[config.mk]
export PLATFORM = sky130hd
export DESIGN_NAME = id_stage_pipe
export DESIGN_NICKNAME = d
export VERILOG_FILES = /design/src/rtl/id_stage_pipe.sv
export SDC_FILE = /design/constraint.sdc
export NUM_CORES = 1
export LEC_CHECK = 0
export BUFFER_PORTS_ARGS = -buffer_cell sky130_fd_sc_hd__buf_2
export CORE_AREA = 2 2 132 134
export DETAILED_ROUTE_END_ITERATION = 10
export DIE_AREA = 0 0 134 136
export PLACE_DENSITY_LB_ADDON = 0.15
export SYNTH_ARGS = -nofsm -noshare
export SYNTH_HDL_FRONTEND = slang
export SYNTH_SLANG_ARGS = --single-unit
[constraint.sdc]
create_clock -name clk -period 2.6 [get_ports clk]
set_clock_uncertainty 0.1 [all_clocks]
set_input_delay 0 -clock clk [delete_from_list [all_inputs] [get_ports clk]]
set_output_delay 0 -clock clk [all_outputs]
set_load 0.02 [all_outputs]
[src/rtl/id_stage_pipe.sv]
// id_stage_pipe: OpenMIPS decode stage with ID/EX register, EX/MEM forwarding and valid/ready flow control.
// Define ID_SHIFT_EN to decode SLL/SRL/SRA; without it those encodings are reported invalid.
module id_stage_pipe #(
    parameter int DATA_W = 32,
    parameter int PC_W   = 32
) (
    input  logic              clk,
    input  logic              rst,
    input  logic              flush_i,
    input  logic              in_valid_i,
    output logic              in_ready_o,
    input  logic [PC_W-1:0]   pc_i,
    input  logic [31:0]       inst_i,
    output logic              reg1_read_o,
    output logic [4:0]        reg1_addr_o,
    input  logic [DATA_W-1:0] reg1_data_i,
    output logic              reg2_read_o,
    output logic [4:0]        reg2_addr_o,
    input  logic [DATA_W-1:0] reg2_data_i,
    input  logic              ex_wreg_i,
    input  logic [4:0]        ex_wd_i,
    input  logic [DATA_W-1:0] ex_wdata_i,
    input  logic              mem_wreg_i,
    input  logic [4:0]        mem_wd_i,
    input  logic [DATA_W-1:0] mem_wdata_i,
    output logic              out_valid_o,
    input  logic              out_ready_i,
    output logic [PC_W-1:0]   pc_o,
    output logic [7:0]        aluop_o,
    output logic [2:0]        alusel_o,
    output logic [DATA_W-1:0] reg1_o,
    output logic [DATA_W-1:0] reg2_o,
    output logic [4:0]        wd_o,
    output logic              wreg_o,
    output logic              invalid_o
);
    localparam logic [2:0] SEL_NOP   = 3'b000;
    localparam logic [2:0] SEL_LOGIC = 3'b001;
    localparam logic [7:0] OP_NOP    = 8'h00;
    localparam logic [7:0] OP_AND    = 8'h24;
    localparam logic [7:0] OP_OR     = 8'h25;
    localparam logic [7:0] OP_XOR    = 8'h26;
`ifdef ID_SHIFT_EN
    localparam logic [2:0] SEL_SHIFT = 3'b010;
    localparam logic [7:0] OP_SLL    = 8'h7C;
    localparam logic [7:0] OP_SRL    = 8'h02;
    localparam logic [7:0] OP_SRA    = 8'h03;
`endif

    logic [5:0] op, funct;
    logic [4:0] rs, rt, rd, shamt;
    assign op    = inst_i[31:26];
    assign rs    = inst_i[25:21];
    assign rt    = inst_i[20:16];
    assign rd    = inst_i[15:11];
    assign shamt = inst_i[10:6];
    assign funct = inst_i[5:0];

    logic              rd1, rd2, lui, wr, invalid_d;
    logic [7:0]        aluop_d;
    logic [2:0]        alusel_d;
    logic [4:0]        wd_d;
    logic [DATA_W-1:0] imm1, imm2, reg1_d, reg2_d;

    always_comb begin
        rd1       = 1'b0;
        rd2       = 1'b0;
        lui       = 1'b0;
        wr        = 1'b0;
        invalid_d = 1'b1;
        aluop_d   = OP_NOP;
        alusel_d  = SEL_NOP;
        wd_d      = 5'd0;
        imm1      = '0;
        imm2      = '0;
        case (op)
            6'h0c, 6'h0d, 6'h0e: begin
                rd1       = 1'b1;
                wr        = 1'b1;
                invalid_d = 1'b0;
                alusel_d  = SEL_LOGIC;
                aluop_d   = op == 6'h0c ? OP_AND : op == 6'h0d ? OP_OR : OP_XOR;
                wd_d      = rt;
                imm2      = DATA_W'(inst_i[15:0]);
            end
            6'h0f: begin
                rd1       = 1'b1;
                lui       = 1'b1;
                wr        = 1'b1;
                invalid_d = 1'b0;
                alusel_d  = SEL_LOGIC;
                aluop_d   = OP_OR;
                wd_d      = rt;
                imm2      = DATA_W'({inst_i[15:0], 16'h0000});
            end
            6'h00: begin
                // funct 0x24..0x27 share the upper bits 1001 and map directly onto the aluop codes
                if (shamt == 5'd0 && funct[5:2] == 4'b1001) begin
                    rd1       = 1'b1;
                    rd2       = 1'b1;
                    wr        = 1'b1;
                    invalid_d = 1'b0;
                    alusel_d  = SEL_LOGIC;
                    aluop_d   = {2'b00, funct};
                    wd_d      = rd;
                end
`ifdef ID_SHIFT_EN
                else if (rs == 5'd0 && (funct == 6'h00 || funct == 6'h02 || funct == 6'h03)) begin
                    rd2       = 1'b1;
                    wr        = 1'b1;
                    invalid_d = 1'b0;
                    alusel_d  = SEL_SHIFT;
                    aluop_d   = funct == 6'h00 ? OP_SLL : funct == 6'h02 ? OP_SRL : OP_SRA;
                    wd_d      = rd;
                    imm1      = DATA_W'(shamt);
                end
`endif
            end
            default: ;
        endcase
    end

    function automatic logic [DATA_W-1:0] operand(
        input logic rd_en, input logic [4:0] a, input logic [DATA_W-1:0] imm, input logic [DATA_W-1:0] rf,
        input logic exw, input logic [4:0] exa, input logic [DATA_W-1:0] exd,
        input logic mw, input logic [4:0] ma, input logic [DATA_W-1:0] md);
        return !rd_en ? imm : a == 5'd0 ? '0 : (exw && exa == a) ? exd : (mw && ma == a) ? md : rf;
    endfunction

    assign reg1_d = lui ? '0 : operand(rd1, rs, imm1, reg1_data_i, ex_wreg_i, ex_wd_i, ex_wdata_i,
                                       mem_wreg_i, mem_wd_i, mem_wdata_i);
    assign reg2_d = operand(rd2, rt, imm2, reg2_data_i, ex_wreg_i, ex_wd_i, ex_wdata_i,
                            mem_wreg_i, mem_wd_i, mem_wdata_i);

    assign reg1_read_o = !rst && rd1;
    assign reg2_read_o = !rst && rd2;
    assign reg1_addr_o = rst ? 5'd0 : rs;
    assign reg2_addr_o = rst ? 5'd0 : rt;

    logic              valid_q, valid_d, cap;
    logic [PC_W-1:0]   pc_q;
    logic [7:0]        aluop_q;
    logic [2:0]        alusel_q;
    logic [DATA_W-1:0] reg1_q, reg2_q;
    logic [4:0]        wd_q;
    logic              wreg_q, invalid_q;

    assign in_ready_o = !flush_i && (!valid_q || out_ready_i);
    assign cap        = in_valid_i && in_ready_o;
    assign valid_d    = cap || (valid_q && !flush_i && !out_ready_i);

    always_ff @(posedge clk) begin
        if (rst) begin
            valid_q   <= 1'b0;
            pc_q      <= '0;
            aluop_q   <= OP_NOP;
            alusel_q  <= SEL_NOP;
            reg1_q    <= '0;
            reg2_q    <= '0;
            wd_q      <= 5'd0;
            wreg_q    <= 1'b0;
            invalid_q <= 1'b0;
        end else begin
            valid_q <= valid_d;
            if (cap) begin
                pc_q      <= pc_i;
                aluop_q   <= aluop_d;
                alusel_q  <= alusel_d;
                reg1_q    <= reg1_d;
                reg2_q    <= reg2_d;
                wd_q      <= wd_d;
                wreg_q    <= wr && wd_d != 5'd0;
                invalid_q <= invalid_d;
            end
        end
    end

    assign out_valid_o = valid_q;
    assign pc_o        = pc_q;
    assign aluop_o     = aluop_q;
    assign alusel_o    = alusel_q;
    assign reg1_o      = reg1_q;
    assign reg2_o      = reg2_q;
    assign wd_o        = wd_q;
    assign wreg_o      = wreg_q;
    assign invalid_o   = invalid_q;
endmodule

Yosys cells after proc, flatten, opt, wreduce, memory -nomap -nowiden --
Cells that the tools add are included.
Word-level totals: word-level logic and storage cells 69, input bits 209, register bits after elaboration 115, bits in read-only memories 0, memories kept 0, memory bits (writable) 0, bits in latches 0, output and inout bits 128
Operators by class: div/mod/pow operators 0, multiply operators 0, bitwise operators 0, add/sub/neg operators 0, reduce and logical (&&, ||, !) cells 25, shifts and indexed selects 0, $lt $le $gt $ge 0, eq/ne operators 9, muxes and demuxes 26
Operators with widths (number):
- $mux W32 | 9
- $pmux W32 S2 | 1
- $eq A6 B4 Y1 const B | 4
- $eq A5 B5 Y1 | 4
- $pmux W6 S3 | 1
- $logic_not A5 Y1 | 3
- $mux W5 | 3
- $logic_and A1 B1 Y1 | 12
- $pmux W5 S2 | 1
- $logic_not A6 Y1 | 1
- $mux W6 | 1
- $pmux W1 S2 | 3
- $mux W1 | 5
- $reduce_bool A5 Y1 | 1
- $eq A4 B4 Y1 const B | 1
- $logic_not A1 Y1 | 4
- $mux W2 | 2
- $reduce_or A4 Y1 | 1
- $reduce_or A3 Y1 | 1
- $logic_or A1 B1 Y1 | 2

Depth between registers and ports, before layout --
Gate-level depths: netlist of run 1.
depth after elaboration 7, depth in mapped cells 8, gate-level depth less buffers 5

Worst setup path before layout of run 1 --
No wires, ideal clock.
kind register to register, from register valid_q (netlist: out_valid_o), to register reg1_q[8] (netlist: reg1_o[8]), buffers on the path 3, arrival time 1808 ps, setup time 84 ps, clock period less this slack 1992 ps, slack 608 ps, required time 2416 ps, cell stages (with the launch flop) 9, cell sequence dfxtp_1 > nand2b_1 > and3_1 > clkbuf_1 > o21ai_0 > or4_1 > buf_2 > buf_6 > o31ai_2
Between the ends: word-level cells in the longest chain between the ends 4
Ends and longest elaborated chain:
- start: declaration | line 140 | logic valid_q, valid_d, cap;
- start signal: assignment | line 164 | valid_q <= valid_d;
- $logic_not A1 Y1 | line 148 | assign in_ready_o = !flush_i && (!valid_q || out_ready_i);
- $logic_or A1 B1 Y1 | line 148
- $logic_and A1 B1 Y1 | line 148
- $logic_and A1 B1 Y1 | line 149 | assign cap = in_valid_i && in_ready_o;
- end signal: assignment | line 169 | reg1_q <= reg1_d;
- end: declaration | line 144 | logic [DATA_W-1:0] reg1_q, reg2_q;
No other way between the ends. A chain may end at the register's enable or synchronous reset.

Worst setup path after layout of run 1 --
from input port inst_i[16], to register reg2_q[4] (netlist: reg2_o[4])
Between the ends: word-level cells in the longest chain between the ends 6, elaborated cells between the ends (all ways) 9, classes of those cells eq/ne (2); mux (4); reduce/logical (3)
Ends and longest elaborated chain:
- start: declaration | line 13 | input logic [31:0] inst_i,
- $eq A5 B5 Y1 | line 127 | return !rd_en ? imm : a == 5'd0 ? '0 : (exw && exa == a) ? exd : (mw && ma == a) ? md : rf;
- $logic_and A1 B1 Y1 | line 127
- $mux W32 (2 in series) | line 127
- $mux W32 * (2 in series) | line 127
- end signal: assignment | line 170 | reg2_q <= reg2_d;
- end: declaration | line 144
Every way passes the cells marked *; elsewhere a longest branch is shown, timed or not.

==> results of run 1 <==
[power by group through the flow]
| stage | Combinational (mW) | Clock (mW) | Sequential (mW) |
|---|---|---|---|
| 6_report | 1.04 | 1.45 | 1.80 |
| 5_1_grt | 1.11 | 1.53 | 1.81 |
| 4_1_cts | 1.02 | 1.47 | 1.80 |
| 2_1_floorplan | 0.378 | 0 | 1.92 |
| 3_5_place_dp | 0.873 | 0 | 1.84 |
| 3_3_place_gp | 0.870 | 0 | 1.84 |
[worst max-delay path: cells and delay by family]
family	cells	cell delay [ns]
buffers and inverters	4	1.55
muxes	1	0.36
AOI/OAI and AO/OA	1	0.29
and+or+nand+nor	2	0.25
xor gates and xnor gates	1	0.19
[flip-flops by register name, indices dropped and copies added (netlist names)]
name and flops:
reg1_o 32, reg2_o 32, invalid_o 1, alusel_o 1
aluop_o 6, wd_o 5, out_valid_o 1, pc_o 32
wreg_o 1
[worst max path at each step]
stage                            from         end  slack [ns]  cells past startpoint
after detailed placement    inst_i[5]  reg1_o[19]        0.35                      7
final                      inst_i[16]   reg2_o[4]        0.08                      9
after global placement      inst_i[5]  reg1_o[16]        0.37                      7
after global routing       inst_i[16]   reg2_o[4]        0.02                      9
after CTS                   inst_i[8]   reg1_o[4]        0.02                      9
after floorplan           out_valid_o   reg1_o[8]        0.61                      8
[synth_stat cells (all sizes together) (6+ instances only)]
master and instances:
dfxtp 111, nand2 106, nor2 95, clkbuf 67
a21oi 52, a21boi 49, a311oi 32, o31ai 32
and2 22, nor4 20, o21bai 17, a211oi 16
mux2 16, o311a 16, and3 15, buf 13
nor2b 12, o311ai 12, or3 12, xnor2 12
nor3 9, xor2 8, a221oi 6
[metrics by stage]
step	hold WS [ns]	area, sq um
final	-0.0727	10000
after global routing	-0.0239	9990
after CTS	0.00225	9850
after detailed placement	0.109	8060
after global placement	0.104	8060
after floorplan	-0.0232	6210
[layer usage]
layer  vias to the layer above  global-route usage, %  wire length, um
li1                       3751                      -                -
met1                      3656                   36.2            11500
met2                       349                   50.1            13600
met3                        49                   5.29             2080
met4                         2                   10.3              767
met5                         -                      0               13
[area by class of cell]
cell class / instances / area (sq um)
antenna: 8 / 20.0
clock buffer: 12 / 246
clock inverter: 4 / 52.6
fill: 1598 / 6870
inverter: 2 / 7.51
multi-input combinational: 595 / 3760
sequential: 111 / 2220
tap: 225 / 282
timing repair buffer: 505 / 3410
[cell families (layout without fill, tap and decap cells)]
family | Yosys count | count (layout) | synth area share, %
compound gates | 247 | 247 | 29.5
flops | 111 | 111 | 35.8
buf+inv | 82 | 523 | 5.63
xor+xnor | 20 | 20 | 2.83
mux | 16 | 16 | 2.91
simple gates | 308 | 308 | 23.2
other cells | 1 | 12 | 0.0605
[timing repair]
item / 4_1_cts / 5_1_grt
gates resized for setup: 0 / 23
setup buffers: 0 / 2
hold endpoints to repair: 97 / 1
setup endpoints to repair: 0 / 34
hold buffers: 149 / 1
==> impl_results.md, run 1 <==
- Pleak: around 4.5 nW
- Mapped Area: 6200 sq um
- FF-to-FF path depth: 7
- Initial antenna violation count: 8
- Unique masters post-synth: 45
- Hold_ws: -0.0727 ns
- Crit-path max cell delay: 0.57 ns
- Clock Tree Buf Depth: 2
- Clock transition at path regs: 0.08 ns
- Core box area: 16900 sq um
- Max Fanout on Critical Path: 16
- Root Buffer Master: clkbuf_16
- Worst-Skew Late Latency: 0.35 ns
- Initial core utilization: approximately 37%
- Sw power: approximately 1.3 mW
- Row cnt: 48
- Comb pwr share: between 20 and 25%
- CP Capture Type: flip-flop
- HP Start: mem_wdata_i[15]
- Maximum clock frequency: 398 MHz
- RePlAce Congestion: 0.855
- CP max-delay cell: dlygate4sd3_1
- Sequential share of power: 42.0%
- CP most frequent cell: dlygate4sd3_1
- Yosys top cell area share: 35.8%
- Post-synth EDFFs: 0
- Data required time of the worst path: 2.74 ns
- Worst Path Arrival: 2.66 ns
- Hold EP: reg1_o[15]
- Layout area overhead: 61.4%
- Final period util: a little over nine tenths
- Vias in the first global route: approximately 7300
- Synth area leaders: dfxtp_1, nand2_1, nor2_1, a21boi_0, a311oi_1
- Tmin final: 2.52 ns
- Critical path type: input pin to flip-flop
- Hold crit path type: input pin to flip-flop
- Mapped Cells: 785
- Peak supply drop: approximately 350 uV
- Post-layout total power: 4.29 mW
- Power Density: 428 nW/um^2
- RR Startpoint: out_valid_o
- Worst Tran Pin Value: around 0.86 ns
- CTS buffer count: 9
- Grt ovf: 0
- Asr flop ratio synth: 0%
- Clock power frac: between 30 and 40%
- Reg2Reg Setup Slack: roughly 0.10 ns
- Unrepaired setup endpoints after global routing: false
- Commonest non-fill, non-tap cell in the layout: buf_2
- Switch share: between 20 and 30%
- Setup total negative slack: 0 ns
- Post-Layout Cell Count: about 1500
- Main synth FF type: dfxtp_1
- Drt wl/cell: ~19 um
- Initial drt markers: 404
- Crit-path cells: buf_2 > xnor2_2 > and2_1 > nand2_1 > buf_4 > mux2_2 > dlygate4sd3_1 > o311a_1 > dlygate4sd3_1
- Crit Reg-Reg Endpoint: reg1_o[2]
- Final hold vios: 4
- Finished Core Util: 59.3%
- Ratio of cells with drive above 1 in the final layout: 33.8%
- Die X: ~130 um
- CTS tree: yes
- CP Launch Type: input pin
- Chip height: between 100 and 150 um
- TritonRoute pass-1 iters: 5
- Count of pins over their slew limit: 0
- Yosys top cell by area: dfxtp_1
- Vias: 7807
- Number of remaining DRC errors: 0
- Total of max-cap violations: 0
- Die Footprint: roughly 18000 sq um
- Internal power: 3.01 mW
- Final setup viols: 0
- Yosys warns: 0
- Post-route ant nets: 0
- Most frequent cells in the layout: buf_2, dlygate4sd3_1, dfxtp_1
- Synthesized area per cell: 7.90 sq um
- Clock sinks: about 110
- Overall Global Routing Usage: just under 30%
- Vias per cell: 5.34
- Setup WS post-layout: 0.0847 ns
- # port buffers: 332
- Status: finished, violations left
- Drt total wl: between 20000 and 30000 um
- Post-Place Cells: 1290
- Failing checks: hold timing
- Seq cells post-synth: around 110
- H-tree levels: 3
- Register area share after synthesis: 35.8%
- Num ports: about 340
- First-pass GRT wire length: 40800 um
- Slew margin rel.: 42.7%
- HPWL Detailed: 19900 um
- Post-Place Setup Slack: 0.347 ns
- Hold depth: 3
- Nets: 1433
- Largest net degree at the start of global routing: 65
No activity file was read; power rests on OpenSTA's default activity.
==> run 2: changes to the inputs <==
Settings changed: CORE_AREA 2 2 132 134 to 2 2 129 131, CTS_BUF_LIST from default to sky130_fd_sc_hd__clkbuf_4 sky130_fd_sc_hd__clkbuf_8, DIE_AREA 0 0 134 136 to 0 0 131 133.
==> impl_results.md, run 2 (synthesis results as in run 1) <==
- Status: complete, no violations
- Hold depth: 4
- Nets: ~1400
- Data required time of the worst path: 2.83 ns
- Clock transition at path regs: 0.12 ns
- Most frequent cells in the layout: buf_2, dlygate4sd3_1, dfxtp_1
- HPWL Detailed: 19300 um
- Switch share: 31.9%
- Count of pins over their slew limit: 0
- H-tree levels: 3
- Peak supply drop: between 200 and 250 uV
- Row cnt: 47
- Core box area: 16200 sq um
- Post-route cell area: 9890 sq um
- TritonRoute pass-1 iters: 5
- Final period util: a little over nine tenths
- Hold crit path type: input pin to flip-flop
- First-pass GRT wire length: just over 40000 um
- Clock sinks: roughly 110
- Commonest non-fill, non-tap cell in the layout: buf_2
- Initial antenna violation count: 2
- Largest net degree at the start of global routing: 70
- Post-layout total power: 4.03 mW
- HP Start: reg1_data_i[21]
- Multi-input gate area: 3670 sq um
- CP Launch Type: input pin
- Worst Path Arrival: 2.67 ns
- Pleak: 4.41 nW
- Total of max-cap violations: 0
- Clock power frac: 28.3%
- Crit Reg-Reg Endpoint: reg1_o[17]
- Vias per cell: 5.39
- Vias: 7895
- Fill cell count: approximately 1500
- Chip height: 133 um
- Grt ovf: 0
- Root Buffer Master: clkbuf_8
- RePlAce Congestion: 0.872
- Number of setup buffers added after CTS: 0
- Internal power: 2.75 mW
- Ratio of cells with drive above 1 in the final layout: roughly a third
- Max Fanout on Critical Path: 16
- Maximum clock frequency: 411 MHz
- Vias in the first global route: a little under 8000
- Finished Core Util: 61.2%
- # port buffers: 332
- Tmin final: 2.44 ns
- Final hold vios: 0
- Comb pwr share: 27.1%
- Reg2Reg Setup Slack: 0.26 ns
- Die Footprint: 17400 sq um
- Slew margin rel.: 49.7%
- Worst Tran Pin Value: approximately 0.75 ns
- Initial drt markers: around 570
- FF-to-FF path depth: 6
- RR Startpoint: out_valid_o
- Seq. cell area: 2220 sq um
- Overall Global Routing Usage: 30.8%
- Hold EP: reg1_o[21]
- CTS tree: yes
- Setup total negative slack: 0 ns
- CP Capture Type: flip-flop
- Worst-Skew Late Latency: 0.38 ns
- Initial core utilization: a little under two fifths
- Final setup viols: 0
- Clock Tree Buf Depth: 2
- Placed inst area: 8040 sq um
- Power Density: 408 nW/um^2
- CTS buffer count: 9
- Number of remaining DRC errors: 0
- Critical path type: input pin to flip-flop
- Post-route ant nets: 0
- Drt total wl: roughly 28000 um
- Layout area overhead: 59.6%
- Unrepaired setup endpoints after global routing: false
- Sequential share of power: 44.6%
- Sw power: ~1.3 mW
- Die X: 131 um
- Num ports: 337
- Drt wl/cell: between 15 and 20 um
-- run 2: cell types whose count changed in the layout (fill, tap and decap cells not counted), sizes merged --
cell / previous run / this run
dlygate4sd3: 144 / 164
diode: 8 / 1
clkbuf: 14 / 10
buf: 358 / 356
inv: 3 / 5
clkinv: 2 / 1
clkinvlp: 0 / 1
dlymetal6s4s: 1 / 0
-- run 2: cell type report --
class / count / share of cell area [%]
Sequential cell: 111 / 22.5
Antenna cell: 1 / 0.0253
Inverter: 2 / 0.0759
Timing Repair Buffer: 520 / 35.5
Tap cell: 220 / 2.78
Clock inverter: 6 / 0.784
Clock buffer: 10 / 1.33
Multi-Input combinational cell: 595 / 37.1
-- run 2: worst max path at each step --
stage	start	depth (start not counted)	endpoint	slack (ns)
floorplan	out_valid_o	8	reg1_o[8]	0.61
global placement	out_valid_o	6	reg1_o[10]	0.38
detailed placement	out_valid_o	6	reg1_o[3]	0.32
CTS	inst_i[5]	8	reg2_o[16]	0.0005
global route	inst_i[5]	8	reg2_o[16]	0.04
finish	inst_i[5]	8	reg2_o[16]	0.16
-- run 2: critical path, stage by stage --
cell	delay (ns)
dlygate4sd3_1	0.54
buf_2	0.14
nor4bb_1	0.37
and4_1	0.24
and3_2	0.37
o311ai_0	0.20
a211oi_1	0.25
dlygate4sd3_1	0.57
-- run 2: metrics by stage --
stage | cells | hold slack, ns | setup WS (ns)
floorplan | 788 | -0.0232 | 0.608
global placement | 1284 | 0.103 | 0.378
detailed placement | 1284 | 0.102 | 0.324
CTS | 1464 | 0.000731 | 0.000539
global route | 1464 | 0.0228 | 0.0362
finish | 1465 | 0.0219 | 0.164
-- run 2: layer usage --
layer	GRT usage, %	vias to the layer above	share of wire, %
li1	-	3766	-
met1	37.7	3688	41
met2	52.6	366	48
met3	5.74	73	7.5
met4	13.1	2	3.5
met5	0	-	0.040
-- run 2: power by group through the flow --
stage                     sequential, mW  combinational (mW)  clock, mW
after floorplan                     1.92               0.378          0
after detailed placement            1.84               0.869          0
after CTS                           1.80                1.07       1.18
final                               1.80                1.09       1.14
after global routing                1.81                1.17       1.23
after global placement              1.84               0.870          0
-- run 2: repair_timing --
item	CTS	global route
endpoints found under the setup margin	0	1
hold endpoints to repair	105	0
hold buffers	164	0
resized for setup	0	1
